## config.mk

```make
export PLATFORM = sky130hd
export DESIGN_NAME = imem_loader
export DESIGN_NICKNAME = d
export VERILOG_FILES = /design/src/rtl/imem_loader_pkg.sv /design/src/rtl/imem_loader_packer.sv /design/src/rtl/imem_loader.sv
export SDC_FILE = /design/constraint.sdc
export NUM_CORES = 1
export LEC_CHECK = 0
export CAP_MARGIN = 20
export CORE_MARGIN = 1.5
export CORE_UTILIZATION = 38
export CTS_CLUSTER_SIZE = 30
export DETAILED_ROUTE_END_ITERATION = 7
export GPL_ROUTABILITY_DRIVEN = 0
export PLACE_DENSITY = 0.55
export SETUP_SLACK_MARGIN = 0.15
export SLEW_MARGIN = 20
export SYNTH_ARGS = -nofsm -noshare
export SYNTH_HDL_FRONTEND = slang
export SYNTH_SLANG_ARGS = --single-unit
```

## constraint.sdc

```tcl
create_clock -name clock -period 1.9 [get_ports clock]
set_input_delay 0.57 -clock clock [delete_from_list [all_inputs] [get_ports clock]]
set_output_delay 0.57 -clock clock [all_outputs]
set_load 0.01 [all_outputs]
```

## src/rtl/imem_loader_pkg.sv

```systemverilog
// rtl/imem_loader_pkg.sv - shared states and framing constants for the instruction memory loader
package imem_loader_pkg;

    localparam logic [2:0] S_IDLE  = 3'd0;
    localparam logic [2:0] S_HDR0  = 3'd1;
    localparam logic [2:0] S_HDR1  = 3'd2;
    localparam logic [2:0] S_DATA  = 3'd3;
    localparam logic [2:0] S_DONE  = 3'd4;
    localparam logic [2:0] S_RUN   = 3'd5;
    localparam logic [2:0] S_ERROR = 3'd6;

    localparam int BYTES_PER_WORD = 4;
    localparam int HDR_BYTES      = 2;

endpackage

```

## src/rtl/imem_loader_packer.sv

```systemverilog
// rtl/imem_loader_packer.sv - little-endian byte to 32-bit word assembler
module byte_word_packer
    import imem_loader_pkg::*;
(
    input  logic        clock,
    input  logic        reset,
    input  logic        clear,
    input  logic        byte_valid,
    input  logic [7:0]  byte_in,
    output logic        word_valid,
    output logic [31:0] word_out
);

    logic [1:0]  byte_idx;
    logic [23:0] shift;

    // Bytes enter at the top and move down, so byte 0 ends in bits [7:0].
    always_ff @(posedge clock) begin
        if (reset) begin
            byte_idx   <= '0;
            shift      <= '0;
            word_valid <= 1'b0;
            word_out   <= '0;
        end else if (clear) begin
            byte_idx   <= '0;
            shift      <= '0;
            word_valid <= 1'b0;
        end else begin
            word_valid <= 1'b0;
            if (byte_valid) begin
                if (byte_idx == 2'(BYTES_PER_WORD - 1)) begin
                    word_out   <= {byte_in, shift};
                    word_valid <= 1'b1;
                    byte_idx   <= '0;
                    shift      <= '0;
                end else begin
                    shift    <= {byte_in, shift[23:8]};
                    byte_idx <= byte_idx + 2'd1;
                end
            end
        end
    end

endmodule

```

## src/rtl/imem_loader.sv

```systemverilog
// rtl/imem_loader.sv - boot loader streaming a length-prefixed program into instruction memory
module imem_loader
    import imem_loader_pkg::*;
#(
    parameter int ADDR_WIDTH = 6,
    parameter int WORD_WIDTH = 32
) (
    input  logic                  clock,
    input  logic                  reset,
    input  logic                  start,
    input  logic                  in_valid,
    output logic                  in_ready,
    input  logic [7:0]            in_data,
    output logic                  imem_we,
    output logic [ADDR_WIDTH-1:0] imem_addr,
    output logic [WORD_WIDTH-1:0] imem_wdata,
    output logic                  cpu_reset,
    output logic                  done,
    output logic                  error
);

    logic [2:0]            state, next_state;
    logic [7:0]            count_lo;
    logic [ADDR_WIDTH-1:0] last_idx;
    logic [ADDR_WIDTH-1:0] wr_idx;
    logic [ADDR_WIDTH+1:0] byte_cnt;
    logic [15:0]           hdr_count;
    logic                  hs, data_hs, start_ok, last_accept, too_big, in_ready_next;
    logic                  word_valid;
    logic [31:0]           word_out;

    assign hdr_count   = {in_data, count_lo};
    assign hs          = in_valid && in_ready;
    assign data_hs     = hs && (state == S_DATA);
    assign start_ok    = start && (state == S_IDLE || state == S_RUN || state == S_ERROR);
    assign too_big     = {1'b0, hdr_count} > (17'd1 << ADDR_WIDTH);
    // Final byte of the final word: stop accepting before the write lands.
    assign last_accept = data_hs && (byte_cnt == {last_idx, 2'b11});

    byte_word_packer u_packer (
        .clock      (clock),
        .reset      (reset),
        .clear      (start_ok),
        .byte_valid (data_hs),
        .byte_in    (in_data),
        .word_valid (word_valid),
        .word_out   (word_out)
    );

    always_comb begin
        next_state = state;
        case (state)
            S_IDLE:  if (start) next_state = S_HDR0;
            S_HDR0:  if (hs) next_state = S_HDR1;
            S_HDR1: begin
                if (hs) begin
                    if (hdr_count == 16'd0) next_state = S_DONE;
                    else if (too_big)       next_state = S_ERROR;
                    else                    next_state = S_DATA;
                end
            end
            S_DATA:  if (word_valid && wr_idx == last_idx) next_state = S_DONE;
            S_DONE:  next_state = S_RUN;
            S_RUN:   if (start) next_state = S_HDR0;
            S_ERROR: if (start) next_state = S_HDR0;
            default: next_state = S_IDLE;
        endcase
    end

    always_comb begin
        in_ready_next = 1'b0;
        case (next_state)
            S_HDR0, S_HDR1: in_ready_next = 1'b1;
            S_DATA:         in_ready_next = (state == S_DATA) ? (in_ready && !last_accept) : 1'b1;
            default:        in_ready_next = 1'b0;
        endcase
    end

    always_ff @(posedge clock) begin
        if (reset) begin
            state      <= S_IDLE;
            in_ready   <= 1'b0;
            imem_we    <= 1'b0;
            imem_addr  <= '0;
            imem_wdata <= '0;
            cpu_reset  <= 1'b1;
            done       <= 1'b0;
            error      <= 1'b0;
            count_lo   <= '0;
            last_idx   <= '0;
            wr_idx     <= '0;
            byte_cnt   <= '0;
        end else begin
            state     <= next_state;
            in_ready  <= in_ready_next;
            imem_we   <= 1'b0;
            done      <= (state == S_DONE);
            cpu_reset <= !(state == S_RUN && !start);

            if (state == S_HDR0 && hs) count_lo <= in_data;
            if (state == S_HDR1 && hs) last_idx <= ADDR_WIDTH'(hdr_count - 16'd1);

            if (start_ok) begin
                byte_cnt <= '0;
                wr_idx   <= '0;
            end else if (data_hs) begin
                byte_cnt <= byte_cnt + 1'b1;
            end

            if (state == S_DATA && word_valid) begin
                imem_we    <= 1'b1;
                imem_addr  <= wr_idx;
                imem_wdata <= WORD_WIDTH'(word_out);
                wr_idx     <= wr_idx + 1'b1;
            end

            if (state == S_HDR1 && hs && too_big) error <= 1'b1;
            else if (start_ok)                    error <= 1'b0;
        end
    end

endmodule

```

Yosys cells after proc, flatten, opt, wreduce, memory -nomap -nowiden
Cells that the tools add are included.
{ "totals": {"regBits": 133, "latchBits": 0, "ram_bits": 0, "mem_bits_ro": 0, "input_bits": 12, "output_inout_bits": 43, "wordCells": 77, "memories": 0} }
{ "classes": {"addsub": 4, "mul": 0, "div_mod_pow": 0, "magnitude_cmp": 1, "n_eq_ne": 12, "shift": 0, "n_mux": 17, "n_bitwise": 2, "reduce_logical": 25} }
{ "op_table": {"columns": ["op", "count"], "rows": [
  ["$mux 24", 1],
  ["$mux 3", 6],
  ["$gt 16x7->1 const B", 1],
  ["$logic_not 16->1", 1],
  ["$pmux 3 s5", 1],
  ["$eq 3x2->1 const B", 4],
  ["$mux 6", 2],
  ["$logic_and 1x1->1", 11],
  ["$eq 3x3->1 const B", 3],
  ["$add 8x1->8 const B", 1],
  ["$eq 8x8->1", 1],
  ["$add 6x1->6 const B", 1],
  ["$eq 3x1->1 const B", 2],
  ["$eq 6x6->1", 1],
  ["$reduce_or 3->1", 2],
  ["$sub 6x1->6 const B", 1],
  ["$mux 1", 5],
  ["$reduce_bool 2->1", 2],
  ["$reduce_or 2->1", 2],
  ["$logic_not 1->1", 3],
  ["$logic_not 3->1", 1],
  ["$reduce_and 3->1", 1],
  ["$add 2x1->2 const B", 1],
  ["$eq 2x2->1 const B", 1],
  ["4 further kinds", 6]
]} }

Longest topological paths before layout
Gate-level depths: netlist (run 1).
{ "depth": {"word_depth": 8, "ltp_mapped": 10, "depth_no_buf": 7} }

Hierarchy
Synthesis (run 1) repeated with hierarchy kept, for this count alone.
{ "unflattened": {"cells_unflattened": 640, "area_unflattened_um2": 5721.7} }
{ "modules_own_cells": {"columns": ["module", "instances", "cells_per_inst", "area_each_um2", "seq_area_each_um2"], "rows": [
  ["imem_loader", 1, 380, 3138.0, 1481.4],
  ["byte_word_packer", 1, 260, 2583.7, 1181.1]
]} }

Least setup slack after synthesis (run 1)
OpenSTA, ideal clock, no wires.
{ "synth_timing": {"kind": "input to register", "from": "input port in_data[0]", "to": "register in_ready", "setup_ps": 87, "arrival_time_ps": 1862, "required_time_ps": 1813, "path_slack_ps": -49, "cell_stages": 5, "n_path_buf": 0, "cell_sequence": "or4_1 nor3_4 a31oi_1 and4_1 nor4b_2"} }
{ "synth_via": {"elab_chain_cells": 8, "elab_cells_between_ends": 11, "classes_between": "order compare: 1; eq/ne: 3; mux: 5; reduce/logical: 2"} }
{ "synth_lines": {"columns": ["item", "line", "source"], "rows": [
  ["from (decl)", "imem_loader.sv:13", "input logic [7:0] in_data,"],
  ["$gt 16x7->1", "imem_loader.sv:36", "assign too_big = {1'b0, hdr_count} > (17'd1 << ADDR_WIDTH);"],
  ["$mux 3", "imem_loader.sv:58", "else if (too_big) next_state = S_ERROR;"],
  ["$mux 3 *", "imem_loader.sv:57", "if (hdr_count == 16'd0) next_state = S_DONE;"],
  ["$mux 3 *", "imem_loader.sv:56", "if (hs) begin"],
  ["$pmux 3 s5 *", "imem_loader.sv:52", "case (state)"],
  ["$eq 3x1->1 / $eq 3x2->1 (equally long branches)", "imem_loader.sv:72", "case (next_state)"],
  ["$reduce_or 2->1", "imem_loader.sv:72", null],
  ["$pmux 1 s2 *", "imem_loader.sv:72", null],
  ["to (signal assigned)", "imem_loader.sv:95", "in_ready <= in_ready_next;"],
  ["to (decl)", "imem_loader.sv:12", "output logic in_ready,"]
]} }
Every way passes the cells marked *; elsewhere a longest branch is shown, timed or not.
A chain may end at the register's enable or synchronous reset.

Worst setup path in the final report (run 1)
{ "layout_timing": {"from": "input port in_data[2]", "to": "register in_ready"} }
Same word-level chain as after synthesis.

==> impl_results.html, run 1 <==
<table>
<tr><th>Metric</th><th>Value</th></tr>
<tr><th colspan="2">Run status</th></tr>
<tr><td>Outcome</td><td>finished, final reports clean</td></tr>
<tr><th colspan="2">Global route</th></tr>
<tr><td>Pin count of the biggest net entering global routing</td><td>98</td></tr>
<tr><td>Grt total ovfl</td><td>0</td></tr>
<tr><td>Overall track demand over capacity in global routing</td><td>17.7%</td></tr>
<tr><td>Global-route wire length before repair</td><td>20000 µm</td></tr>
<tr><td>Number of antenna violations at the first check in global routing</td><td>0</td></tr>
<tr><td>Number of global-route vias before repair</td><td>4045</td></tr>
<tr><th colspan="2">Pwr</th></tr>
<tr><td>Peak supply drop</td><td>0.577 mV</td></tr>
<tr><td>Sum of internal, switching and leakage power</td><td>6.43 mW</td></tr>
<tr><td>Leakage power figure</td><td>2.61 nW</td></tr>
<tr><td>Sequential group share of total power</td><td>43.9%</td></tr>
<tr><td>Clock group share of total power</td><td>52.0%</td></tr>
<tr><td>Net switching power</td><td>1.39 mW</td></tr>
<tr><td>Power density relative to cell area</td><td>953 nW/µm²</td></tr>
<tr><td>Fraction of power consumed by combinational cells</td><td>4.1%</td></tr>
<tr><td>Total internal power</td><td>5.04 mW</td></tr>
<tr><td>Sw frac</td><td>21.7%</td></tr>
<tr><th colspan="2">Logic synthesis</th></tr>
<tr><td>Simple-gate share of the synthesized area</td><td>24.3%</td></tr>
<tr><td>Share of async-settable or async-resettable flops after synthesis</td><td>0%</td></tr>
<tr><td>Combined area of all synthesized cells</td><td>5170 µm²</td></tr>
<tr><td>Number of cells produced by synthesis</td><td>633</td></tr>
<tr><td>Yosys warning count</td><td>0</td></tr>
<tr><td>Top cells by area in the synthesized netlist</td><td>sky130_fd_sc_hd__dfxtp_1 (51%), sky130_fd_sc_hd__nand2_1 (14%), sky130_fd_sc_hd__a21oi_1 (10%)</td></tr>
<tr><td>Share of synthesized area spent on multiplexers</td><td>1.74%</td></tr>
<tr><td>FF+latch count, synth</td><td>133</td></tr>
<tr><td>Combinational family with the most area after synthesis</td><td>simple AND/OR/NAND/NOR gates</td></tr>
<tr><td>Fraction of the yosys area taken by sequential cells</td><td>51.5%</td></tr>
<tr><td>Top cell type's share of synthesized area</td><td>51.5%</td></tr>
<tr><td>Number of enable-type register cells in the synthesized netlist</td><td>0</td></tr>
<tr><td>XOR/XNOR share of the synthesized area</td><td>4.06%</td></tr>
<tr><td>Synth cell types</td><td>43</td></tr>
<tr><td>Library cell occupying the most area in the post-synthesis netlist</td><td>sky130_fd_sc_hd__dfxtp_1</td></tr>
<tr><td>Area share of fa/ha/maj cells after synthesis</td><td>1.21%</td></tr>
<tr><td>Main synth FF type</td><td>sky130_fd_sc_hd__dfxtp_1</td></tr>
<tr><td>Synth Area per Inst</td><td>8.17 µm²</td></tr>
<tr><td>Compound-Gate Fraction of Synth Area</td><td>13.2%</td></tr>
<tr><td>Synthesized net count</td><td>650</td></tr>
<tr><th colspan="2">Floorplan</th></tr>
<tr><td>Initial Utilization</td><td>39.0%</td></tr>
<tr><td>Vertical die dimension</td><td>120 µm</td></tr>
<tr><td>Die area</td><td>14300 µm²</td></tr>
<tr><td>Placeable core region</td><td>13200 µm²</td></tr>
<tr><td>Boundary Pins</td><td>55</td></tr>
<tr><td>Std-Cell Rows</td><td>42</td></tr>
<tr><td>Width of the die</td><td>120 µm</td></tr>
<tr><th colspan="2">Final layout</th></tr>
<tr><td>Leading cell type in the layout, fill and taps excluded</td><td>sky130_fd_sc_hd__nand2_1</td></tr>
<tr><td>Count of nets after finishing</td><td>719</td></tr>
<tr><td>Commonest non-fill, non-tap cells in the layout</td><td>sky130_fd_sc_hd__nand2_1 (188), sky130_fd_sc_hd__dfxtp_1 (129), sky130_fd_sc_hd__a21oi_1 (106), sky130_fd_sc_hd__nor2_1 (44), sky130_fd_sc_hd__dlygate4sd2_1 (43)</td></tr>
<tr><td>Final standard cell area without fillers</td><td>6750 µm²</td></tr>
<tr><td>Area growth syn-to-layout</td><td>30.5%</td></tr>
<tr><td>Proportion of layout cells with a drive suffix above 1</td><td>13.7%</td></tr>
<tr><td>Inserted Diodes</td><td>0</td></tr>
<tr><th colspan="2">Timing</th></tr>
<tr><td>Maximum clock skew at final layout</td><td>0.00733 ns</td></tr>
<tr><td>Number of setup violations in the final report</td><td>0</td></tr>
<tr><td>Fin. Hold Viols</td><td>0</td></tr>
<tr><td>Tmin final</td><td>1.71 ns</td></tr>
<tr><td>Final clock period utilization by the worst path</td><td>89.9%</td></tr>
<tr><td>Setup repair after global routing missed its margin</td><td>no</td></tr>
<tr><td>Slew Limit Fails</td><td>0</td></tr>
<tr><td>Slew at the pin with the worst max-slew slack</td><td>0.438 ns</td></tr>
<tr><td>Worst slew margin relative to its limit</td><td>70.8%</td></tr>
<tr><td>Timing-limited maximum frequency</td><td>0.586 GHz</td></tr>
<tr><th colspan="2">Routing</th></tr>
<tr><td>Wire length reported by the detailed router</td><td>11900 µm</td></tr>
<tr><td>Count of TritonRoute iterations in the first routing pass</td><td>4</td></tr>
<tr><td>Routed length per placed instance</td><td>13.3 µm</td></tr>
<tr><td>Antenna-violating nets left</td><td>0</td></tr>
<tr><td>Number of design rule violations left after detail routing</td><td>0</td></tr>
<tr><td>DRT iter0 DRCs</td><td>283</td></tr>
<tr><td>Total via count after detailed routing</td><td>4297</td></tr>
<tr><td>Drt via density</td><td>4.82</td></tr>
<tr><th colspan="2">Clocking</th></tr>
<tr><td>Cell chosen for the clock root</td><td>sky130_fd_sc_hd__clkbuf_16</td></tr>
<tr><td>Clock slew at the register clock pins of the worst setup and hold paths</td><td>0.06 ns</td></tr>
<tr><td>Worst-case clock buffer depth</td><td>2</td></tr>
<tr><td>Source-to-sink clock delay at the later pin of the worst-skew pair</td><td>0.41 ns</td></tr>
<tr><td>Hold bufs inserted after CTS</td><td>0</td></tr>
<tr><td>CTS H-tree lvls</td><td>4</td></tr>
<tr><td>CTS tree</td><td>yes</td></tr>
<tr><td>Number of clock buffers inserted by TritonCTS</td><td>17</td></tr>
<tr><td>Number of clock sinks seen by CTS</td><td>133</td></tr>
<tr><th colspan="2">Min path</th></tr>
<tr><td>Number of instances on the worst hold path</td><td>2</td></tr>
<tr><td>Worst hold endpoint</td><td>imem_wdata[5]</td></tr>
<tr><td>Hold path startpoint</td><td>imem_wdata[5]</td></tr>
<tr><td>Path category of the worst min-delay check</td><td>reg2reg</td></tr>
<tr><th colspan="2">Setup path</th></tr>
<tr><td>Critical register-to-register path endpoint</td><td>in_ready</td></tr>
<tr><td>Path type of the worst setup path</td><td>in2reg</td></tr>
<tr><td>Cell with the largest stage delay on the worst path</td><td>sky130_fd_sc_hd__or4_4</td></tr>
<tr><td>Worst endpoint required time</td><td>2.18 ns</td></tr>
<tr><td>Maximum fanout count along the critical path</td><td>2</td></tr>
<tr><td>Cell depth of the worst flop-to-flop path</td><td>7</td></tr>
<tr><td>Register-to-register path setup slack</td><td>0.22 ns</td></tr>
<tr><td>Worst endpoint data arrival time</td><td>1.99 ns</td></tr>
<tr><td>Type of element launching the critical path</td><td>input port</td></tr>
<tr><td>Endpoint kind of the worst setup timing path</td><td>register</td></tr>
<tr><td>Worst r2r src</td><td>wr_idx[0]</td></tr>
<tr><td>Worst-path cell chain</td><td>clkbuf_2 &gt; or4_4 &gt; buf_4 &gt; nor4_4 &gt; nor3_1 &gt; nor2_1 &gt; and4_1 &gt; nor4b_2</td></tr>
<tr><td>CP peak stage delay</td><td>0.55 ns</td></tr>
<tr><th colspan="2">Job</th></tr>
<tr><td>Maximum capacitance violations</td><td>0</td></tr>
<tr><th colspan="2">Placed design</th></tr>
<tr><td>Port Buffer Count</td><td>54</td></tr>
<tr><td>Standard cell area after detailed placement</td><td>6120 µm²</td></tr>
<tr><td>DP Wirelength</td><td>8180 µm</td></tr>
</table>
Yosys cell counts (4+ instances only):
cell and count:
sky130_fd_sc_hd__xor2_1 14, sky130_fd_sc_hd__inv_1 4, sky130_fd_sc_hd__nor2_1 44, sky130_fd_sc_hd__dfxtp_1 133, sky130_fd_sc_hd__xnor2_1 10, sky130_fd_sc_hd__and2_1 4
sky130_fd_sc_hd__nor3b_1 7, sky130_fd_sc_hd__a211oi_1 6, sky130_fd_sc_hd__mux2i_1 9, sky130_fd_sc_hd__nand4_1 4, sky130_fd_sc_hd__clkbuf_1 23, sky130_fd_sc_hd__ha_1 5
sky130_fd_sc_hd__nand3_1 9, sky130_fd_sc_hd__buf_2 15, sky130_fd_sc_hd__nand2_1 189, sky130_fd_sc_hd__a21oi_1 106, sky130_fd_sc_hd__nand2b_1 6
cell families (layout without fill, tap and decap cells):
family | Yosys count | after routing
fa+ha+maj | 5 | 5
buf+inv | 48 | 130
flops | 133 | 133
compound gates | 127 | 127
xor+xnor | 24 | 24
mux | 9 | 9
simple gates | 287 | 287
power by group through the flow:
| stage | Clock, mW | Sequential, mW | Combinational (mW) |
|---|---|---|---|
| global placement | 0 | 2.88 | 0.250 |
| CTS | 3.40 | 2.82 | 0.254 |
| global route | 3.55 | 2.83 | 0.286 |
| floorplan | 0 | 2.88 | 0.145 |
| finish | 3.34 | 2.83 | 0.262 |
| detailed placement | 0 | 2.88 | 0.255 |
sequential cells by signal, indices dropped and copies added, names as in the netlist, 6 cells and up:
signal and cells:
wr_idx 6, last_idx 6, imem_addr 6, u_packer.word_out 32
byte_cnt 8, count_lo 8, imem_wdata 32, u_packer.shift 24
how the worst max path moves through the flow:
stage,from,end,slack [ns]
final,in_data[2],in_ready,0.19
after global routing,count_lo[1],in_ready,0.15
after CTS,in_data[0],in_ready,0.13
after detailed placement,in_data[7],in_ready,-0.53
after global placement,in_data[7],in_ready,-0.49
after floorplan,in_data[2],in_ready,0.02
metrics by stage:
step	instances	utilization, %	hold WS, ns	setup slack, ns	setup TNS [ns]
2_1_floorplan	633	-	0.432	0.0171	0
3_3_place_gp	855	46.2	0.443	-0.493	-24.55
3_5_place_dp	855	46.2	0.446	-0.534	-25.31
4_1_cts	888	50.6	0.454	0.130	0
5_1_grt	891	51.0	0.465	0.151	0
6_report	891	51.0	0.449	0.192	0
routing by layer:
| metal | global-route usage, % | up-vias | routed length [µm] |
|---|---|---|---|
| met3 | 4.09 | 20 | 352 |
| li1 | - | 2234 | - |
| met2 | 26.4 | 72 | 5160 |
| met4 | 8.41 | 0 | 282 |
| met1 | 24.1 | 1971 | 6090 |
| met5 | 0 | - | 0 |
timing repair:
action                                  CTS  global route
endpoints found under the setup margin  107           107
cloned                                    0             1
pin swaps                                 4             7
setup buffers                             1             2
gates resized for setup                  60            28
endpoints found under the hold margin     0             0
area by class of cell:
cell class	instances	area, µm²
sequential	133	2670
inverter	4	15.0
clock inverter	13	155
clock buffer	19	453
timing repair buffer	94	876
fill	1342	6490
tap	176	220
multi-input combinational	452	2360
worst max-delay path, delay by kind of cell:
kind | cells | cell delay, ns
buffers and inverters | 2 | 0.25
and+or+nand+nor | 6 | 1.16
Note: power is estimated with default switching activity, not from simulation.
==> run 2: changes to the inputs <==
CELL_PAD_IN_SITES_DETAIL_PLACEMENT = 0   (was not set)
CELL_PAD_IN_SITES_GLOBAL_PLACEMENT = 1   (was not set)
PLACE_DENSITY = 0.71   (was 0.55)
==> impl_results.html, run 2 (synthesis results as in run 1) <==
<table>
<tr><th>Metric</th><th>Value</th></tr>
<tr><th colspan="2">Setup path</th></tr>
<tr><td>Buffers plus inverters on the worst setup path</td><td>1</td></tr>
<tr><td>Maximum fanout count along the critical path</td><td>3</td></tr>
<tr><td>Worst-path cell chain</td><td>clkbuf_2 &gt; or4_4 &gt; nor3_4 &gt; nand2_1 &gt; a221oi_2 &gt; nor4b_2</td></tr>
<tr><td>Worst endpoint required time</td><td>2.22 ns</td></tr>
<tr><td>Type of element launching the critical path</td><td>input port</td></tr>
<tr><td>Path type of the worst setup path</td><td>in2reg</td></tr>
<tr><td>Endpoint kind of the worst setup timing path</td><td>register</td></tr>
<tr><td>Worst endpoint data arrival time</td><td>2.05 ns</td></tr>
<tr><td>CP peak stage delay</td><td>0.56 ns</td></tr>
<tr><td>Cell with the largest stage delay on the worst path</td><td>sky130_fd_sc_hd__or4_4</td></tr>
<tr><td>Cell class contributing the biggest share of worst-path delay</td><td>simple AND/OR/NAND/NOR gates</td></tr>
<tr><th colspan="2">Clocking</th></tr>
<tr><td>Cell chosen for the clock root</td><td>sky130_fd_sc_hd__clkbuf_16</td></tr>
<tr><td>CTS tree</td><td>yes</td></tr>
<tr><td>CTS H-tree lvls</td><td>4</td></tr>
<tr><td>Worst-case clock buffer depth</td><td>2</td></tr>
<tr><td>Number of clock sinks seen by CTS</td><td>133</td></tr>
<tr><td>Number of clock buffers inserted by TritonCTS</td><td>17</td></tr>
<tr><td>Hold bufs inserted after CTS</td><td>0</td></tr>
<tr><td>Clock slew at the register clock pins of the worst setup and hold paths</td><td>0.06 ns</td></tr>
<tr><td>Source-to-sink clock delay at the later pin of the worst-skew pair</td><td>0.41 ns</td></tr>
<tr><th colspan="2">Routing</th></tr>
<tr><td>Total via count after detailed routing</td><td>4340</td></tr>
<tr><td>Antenna-violating nets left</td><td>0</td></tr>
<tr><td>Number of design rule violations left after detail routing</td><td>0</td></tr>
<tr><td>DRT iter0 DRCs</td><td>231</td></tr>
<tr><td>Wire length reported by the detailed router</td><td>11900 µm</td></tr>
<tr><td>Drt via density</td><td>4.90</td></tr>
<tr><td>Routed length per placed instance</td><td>13.4 µm</td></tr>
<tr><td>Count of TritonRoute iterations in the first routing pass</td><td>4</td></tr>
<tr><th colspan="2">Floorplan</th></tr>
<tr><td>Boundary Pins</td><td>55</td></tr>
<tr><td>Initial Utilization</td><td>39.0%</td></tr>
<tr><td>Placeable core region</td><td>13200 µm²</td></tr>
<tr><td>Std-Cell Rows</td><td>42</td></tr>
<tr><td>Vertical die dimension</td><td>120 µm</td></tr>
<tr><td>Die area</td><td>14300 µm²</td></tr>
<tr><td>Width of the die</td><td>120 µm</td></tr>
<tr><th colspan="2">Final layout</th></tr>
<tr><td>Proportion of layout cells with a drive suffix above 1</td><td>12.4%</td></tr>
<tr><td>Count of nets after finishing</td><td>716</td></tr>
<tr><td>Commonest non-fill, non-tap cells in the layout</td><td>sky130_fd_sc_hd__nand2_1 (188), sky130_fd_sc_hd__dfxtp_1 (131), sky130_fd_sc_hd__a21oi_1 (106), sky130_fd_sc_hd__nor2_1 (44), sky130_fd_sc_hd__dlygate4sd2_1 (43)</td></tr>
<tr><td>Filler cells</td><td>1365</td></tr>
<tr><td>Multi-input gate area in the final layout</td><td>2350 µm²</td></tr>
<tr><td>Final standard cell area without fillers</td><td>6680 µm²</td></tr>
<tr><td>Top flop regs</td><td>imem_wdata x32, u_packer.word_out x32, u_packer.shift x24</td></tr>
<tr><td>Leading cell type in the layout, fill and taps excluded</td><td>sky130_fd_sc_hd__nand2_1</td></tr>
<tr><td>Area taken by flip-flops and latches</td><td>2670 µm²</td></tr>
<tr><td>Inserted Diodes</td><td>0</td></tr>
<tr><td>Area growth syn-to-layout</td><td>29.2%</td></tr>
<tr><th colspan="2">Timing</th></tr>
<tr><td>Fin. Hold Viols</td><td>0</td></tr>
<tr><td>Final clock period utilization by the worst path</td><td>90.9%</td></tr>
<tr><td>Number of setup violations in the final report</td><td>0</td></tr>
<tr><td>Setup repair after global routing missed its margin</td><td>yes</td></tr>
<tr><td>Tmin final</td><td>1.73 ns</td></tr>
<tr><td>Total Negative Setup Slacks</td><td>0 ns</td></tr>
<tr><td>Slew Limit Fails</td><td>0</td></tr>
<tr><td>Worst slew margin relative to its limit</td><td>70.9%</td></tr>
<tr><td>Timing-limited maximum frequency</td><td>0.579 GHz</td></tr>
<tr><td>Slew at the pin with the worst max-slew slack</td><td>0.431 ns</td></tr>
<tr><td>Maximum clock skew at final layout</td><td>0.00473 ns</td></tr>
<tr><th colspan="2">Global route</th></tr>
<tr><td>Number of antenna violations at the first check in global routing</td><td>0</td></tr>
<tr><td>Pin count of the biggest net entering global routing</td><td>98</td></tr>
<tr><td>Global-route wire length before repair</td><td>20000 µm</td></tr>
<tr><td>Grt total ovfl</td><td>0</td></tr>
<tr><td>Number of global-route vias before repair</td><td>4073</td></tr>
<tr><td>Overall track demand over capacity in global routing</td><td>17.8%</td></tr>
<tr><th colspan="2">Pwr</th></tr>
<tr><td>Power density relative to cell area</td><td>961 nW/µm²</td></tr>
<tr><td>Leakage power figure</td><td>2.56 nW</td></tr>
<tr><td>Peak supply drop</td><td>0.538 mV</td></tr>
<tr><th colspan="2">Placed design</th></tr>
<tr><td>Standard cell area after detailed placement</td><td>6080 µm²</td></tr>
<tr><td>Port Buffer Count</td><td>54</td></tr>
<tr><td>DP Wirelength</td><td>8270 µm</td></tr>
<tr><th colspan="2">Job</th></tr>
<tr><td>Maximum capacitance violations</td><td>0</td></tr>
<tr><th colspan="2">Run status</th></tr>
<tr><td>Outcome</td><td>finished, final reports clean</td></tr>
<tr><th colspan="2">Min path</th></tr>
<tr><td>Path category of the worst min-delay check</td><td>reg2reg</td></tr>
</table>
## run 2: cell types whose count changed in the layout (fill, tap and decap cells not counted), moves of 2 or more
cell	previous run	this run
sky130_fd_sc_hd__dfxtp_1	129	131
sky130_fd_sc_hd__dfxtp_2	4	2
sky130_fd_sc_hd__clkinv_2	5	2
sky130_fd_sc_hd__buf_12	8	6
sky130_fd_sc_hd__clkbuf_8	2	4
## run 2: per-stage QoR
step	setup slack, ns	power (mW)	util (%)	hold WS (ns)	instances
final	0.172	6.42	50.5	0.449	886
after global routing	0.0930	6.67	50.5	0.463	886
after CTS	0.100	6.49	50.4	0.452	886
after detailed placement	-0.573	3.14	45.9	0.444	853
after global placement	-0.478	3.13	45.9	0.442	853
after floorplan	0.0171	3.02	-	0.432	633
## run 2: repair_timing
item	CTS	global route
setup buffers	3	0
pin swaps	5	5
setup endpoints to repair	110	67
hold endpoints to repair	0	0
resized for setup	59	18
## run 2: routing by layer
layer	up-vias	global-route usage [%]	share of wire, %
met2	94	26.7	45
met5	-	0	0
met3	19	4.23	4.8
met1	2007	24.1	49
met4	0	8.41	1.8
li1	2220	-	-
## run 2: final cells by class
type	count	area share, %
clock buffer	22	7.25
clock inverter	8	1.85
inverter	4	0.225
multi-input combinational	452	35.2
sequential	133	39.9
tap	176	3.30
timing repair buffer	91	12.3
## run 2: path summary, 6_finish.rpt
check	start	end	slack, ns	depth (start not counted)
max	in_data[2]	in_ready	0.17	6
min	imem_wdata[2]	imem_wdata[2]	0.45	2
max reg2reg	byte_cnt[3]	in_ready	0.26	6
min reg2reg	imem_wdata[2]	imem_wdata[2]	0.45	2
## run 2: worst reg2reg max path, stage by stage (launching register included)
cell and delay [ns]:
sky130_fd_sc_hd__dfxtp_1 0.42, sky130_fd_sc_hd__xnor2_1 0.14, sky130_fd_sc_hd__nand3_1 0.09, sky130_fd_sc_hd__o41ai_1 0.49
sky130_fd_sc_hd__nand2_1 0.13, sky130_fd_sc_hd__a21oi_1 0.17, sky130_fd_sc_hd__nor4b_2 0.07
## run 2: report_power, final
part / leakage, nW / switching, mW / internal, mW
combinational: 1.20 / 0.161 / 0.105
sequential: 1.07 / 0.0176 / 2.81
clock: 0.294 / 1.15 / 2.18
total: 2.56 / 1.33 / 5.09
==> run 3: changes to the inputs <==
PLACE_DENSITY = not set   (was 0.71)
PLACE_DENSITY_LB_ADDON = 0.05   (was not set)
==> impl_results.html, run 3 (synthesis results as in run 1) <==
<table>
<tr><th>Metric</th><th>Value</th></tr>
<tr><th colspan="2">Run status</th></tr>
<tr><td>Outcome</td><td>finished, final reports clean</td></tr>
<tr><th colspan="2">Global route</th></tr>
<tr><td>Number of antenna violations at the first check in global routing</td><td>0</td></tr>
<tr><td>Global-route wire length before repair</td><td>20500 µm</td></tr>
<tr><td>Overall track demand over capacity in global routing</td><td>18.5%</td></tr>
<tr><td>Number of global-route vias before repair</td><td>4184</td></tr>
<tr><td>Grt total ovfl</td><td>0</td></tr>
<tr><td>Pin count of the biggest net entering global routing</td><td>75</td></tr>
<tr><th colspan="2">Final layout</th></tr>
<tr><td>Area growth syn-to-layout</td><td>28.7%</td></tr>
<tr><td>Count of nets after finishing</td><td>719</td></tr>
<tr><td>Top flop regs</td><td>imem_wdata x32, u_packer.word_out x32, u_packer.shift x24</td></tr>
<tr><td>Inserted Diodes</td><td>0</td></tr>
<tr><td>Area taken by flip-flops and latches</td><td>2670 µm²</td></tr>
<tr><td>Multi-input gate area in the final layout</td><td>2350 µm²</td></tr>
<tr><td>Commonest non-fill, non-tap cells in the layout</td><td>sky130_fd_sc_hd__nand2_1 (188), sky130_fd_sc_hd__dfxtp_1 (131), sky130_fd_sc_hd__a21oi_1 (106), sky130_fd_sc_hd__nor2_1 (44), sky130_fd_sc_hd__dlygate4sd2_1 (44)</td></tr>
<tr><td>Filler cells</td><td>1318</td></tr>
<tr><td>Leading cell type in the layout, fill and taps excluded</td><td>sky130_fd_sc_hd__nand2_1</td></tr>
<tr><td>Proportion of layout cells with a drive suffix above 1</td><td>12.6%</td></tr>
<tr><td>Post-route insts no fill</td><td>890</td></tr>
<tr><th colspan="2">Pwr</th></tr>
<tr><td>Power density relative to cell area</td><td>929 nW/µm²</td></tr>
<tr><td>Net switching power</td><td>1.33 mW</td></tr>
<tr><td>Fraction of power consumed by combinational cells</td><td>4.3%</td></tr>
<tr><td>Clock group share of total power</td><td>50.1%</td></tr>
<tr><td>Sequential group share of total power</td><td>45.6%</td></tr>
<tr><td>Sw frac</td><td>21.5%</td></tr>
<tr><td>Peak supply drop</td><td>0.529 mV</td></tr>
<tr><td>Sum of internal, switching and leakage power</td><td>6.19 mW</td></tr>
<tr><td>Total internal power</td><td>4.85 mW</td></tr>
<tr><td>Leakage power figure</td><td>2.56 nW</td></tr>
<tr><th colspan="2">Clocking</th></tr>
<tr><td>Number of clock sinks seen by CTS</td><td>133</td></tr>
<tr><td>Number of clock buffers inserted by TritonCTS</td><td>17</td></tr>
<tr><td>Cell chosen for the clock root</td><td>sky130_fd_sc_hd__clkbuf_16</td></tr>
<tr><td>Worst-case clock buffer depth</td><td>2</td></tr>
<tr><td>CTS tree</td><td>yes</td></tr>
<tr><td>Clock slew at the register clock pins of the worst setup and hold paths</td><td>0.06 ns</td></tr>
<tr><td>CTS H-tree lvls</td><td>4</td></tr>
<tr><td>Source-to-sink clock delay at the later pin of the worst-skew pair</td><td>0.42 ns</td></tr>
<tr><th colspan="2">Routing</th></tr>
<tr><td>DRT iter0 DRCs</td><td>174</td></tr>
<tr><td>Wire length reported by the detailed router</td><td>12100 µm</td></tr>
<tr><td>Routed length per placed instance</td><td>13.6 µm</td></tr>
<tr><td>Drt via density</td><td>4.84</td></tr>
<tr><td>Count of TritonRoute iterations in the first routing pass</td><td>5</td></tr>
<tr><td>Antenna-violating nets left</td><td>0</td></tr>
<tr><td>Total via count after detailed routing</td><td>4312</td></tr>
<tr><td>Number of design rule violations left after detail routing</td><td>0</td></tr>
<tr><th colspan="2">Timing</th></tr>
<tr><td>Setup repair after global routing missed its margin</td><td>yes</td></tr>
<tr><td>Timing-limited maximum frequency</td><td>0.589 GHz</td></tr>
<tr><td>Slew at the pin with the worst max-slew slack</td><td>0.399 ns</td></tr>
<tr><td>Hold Slack</td><td>0.448 ns</td></tr>
<tr><td>Fin. Hold Viols</td><td>0</td></tr>
<tr><td>Worst slew margin relative to its limit</td><td>73.3%</td></tr>
<tr><td>Smallest setup slack after layout</td><td>0.204 ns</td></tr>
<tr><td>Number of setup violations in the final report</td><td>0</td></tr>
<tr><td>Maximum clock skew at final layout</td><td>0.0101 ns</td></tr>
<tr><td>Tmin final</td><td>1.70 ns</td></tr>
<tr><td>Total Negative Setup Slacks</td><td>0 ns</td></tr>
<tr><td>Final clock period utilization by the worst path</td><td>89.3%</td></tr>
<tr><td>Slew Limit Fails</td><td>0</td></tr>
<tr><th colspan="2">Placed design</th></tr>
<tr><td>DP Wirelength</td><td>8360 µm</td></tr>
<tr><td>Inst Count DP</td><td>856</td></tr>
<tr><td>Port Buffer Count</td><td>54</td></tr>
<tr><td>Pre-CTS setup slack</td><td>-0.552 ns</td></tr>
<tr><th colspan="2">Setup path</th></tr>
<tr><td>Worst endpoint data arrival time</td><td>2.03 ns</td></tr>
<tr><td>Worst endpoint required time</td><td>2.23 ns</td></tr>
<tr><td>Maximum fanout count along the critical path</td><td>5</td></tr>
<tr><td>Type of element launching the critical path</td><td>input port</td></tr>
<tr><td>Endpoint kind of the worst setup timing path</td><td>register</td></tr>
<tr><td>Register-to-register path setup slack</td><td>0.25 ns</td></tr>
<tr><td>Path type of the worst setup path</td><td>in2reg</td></tr>
<tr><th colspan="2">Floorplan</th></tr>
<tr><td>Boundary Pins</td><td>55</td></tr>
<tr><td>Width of the die</td><td>120 µm</td></tr>
<tr><td>Die area</td><td>14300 µm²</td></tr>
<tr><td>Placeable core region</td><td>13200 µm²</td></tr>
<tr><td>Vertical die dimension</td><td>120 µm</td></tr>
<tr><td>Initial Utilization</td><td>39.0%</td></tr>
<tr><td>Std-Cell Rows</td><td>42</td></tr>
<tr><th colspan="2">Min path</th></tr>
<tr><td>Path category of the worst min-delay check</td><td>reg2reg</td></tr>
<tr><th colspan="2">Job</th></tr>
<tr><td>Maximum capacitance violations</td><td>0</td></tr>
</table>
-- run 3: changes by cell type in the layout (fill, tap and decap cells not counted), moves of 2 or more --
cell	previous run	this run
sky130_fd_sc_hd__clkinv_2	2	6
sky130_fd_sc_hd__buf_4	28	31
sky130_fd_sc_hd__clkbuf_8	4	1
sky130_fd_sc_hd__clkbuf_1	1	3
sky130_fd_sc_hd__clkinvlp_4	2	0
-- run 3: final cells by class --
cell class	instances	area share, %
flip-flops and latches	133	40.0
multi-input cells	452	35.4
repair buffers	94	12.7
clock buffers	21	6.77
well taps	176	3.31
clock inverters	10	1.62
inverters	4	0.226
-- run 3: repair_timing --
action	in CTS	in global routing
pin swaps	5	5
hold buffers	0	0
setup buffers	0	3
resized for setup	57	19
setup endpoints to repair	108	38
-- run 3: worst paths after layout --
check | to | depth (start not counted) | startpoint
max | in_ready | 7 | start
min | imem_wdata[3] | 2 | imem_wdata[3]
max reg2reg | in_ready | 7 | count_lo[0]
min reg2reg | imem_wdata[3] | 2 | imem_wdata[3]
-- run 3: critical path, cell delays in order --
cell                              delay, ns
sky130_fd_sc_hd__clkdlybuf4s50_1       0.49
sky130_fd_sc_hd__inv_1                 0.11
sky130_fd_sc_hd__o21ai_0               0.07
sky130_fd_sc_hd__o2bb2ai_1             0.14
sky130_fd_sc_hd__a31oi_1               0.26
sky130_fd_sc_hd__a21oi_1               0.14
sky130_fd_sc_hd__nor4b_2               0.24
-- run 3: power by group through the flow --
stage,Clock [mW],Combinational [mW],Sequential (mW)
finish,3.10,0.265,2.82
floorplan,0,0.145,2.88
global route,3.31,0.286,2.82
detailed placement,0,0.262,2.88
CTS,3.18,0.260,2.82
global placement,0,0.258,2.88
-- run 3: stage by stage --
step | utilization, % | cell area [µm²]
finish | 50.3 | 6660
detailed placement | 46.2 | 6110
CTS | 50.1 | 6640
global placement | 46.2 | 6110
global route | 50.3 | 6660
floorplan | - | 5180
-- run 3: layer usage --
metal / global-route usage [%] / wire [µm] / vias up
li1: - / - / 2232
met1: 23.5 / 5840 / 1986
met2: 29.9 / 5640 / 77
met3: 4.71 / 440 / 17
met4: 7.51 / 201 / 0
met5: 0 / 0 / -
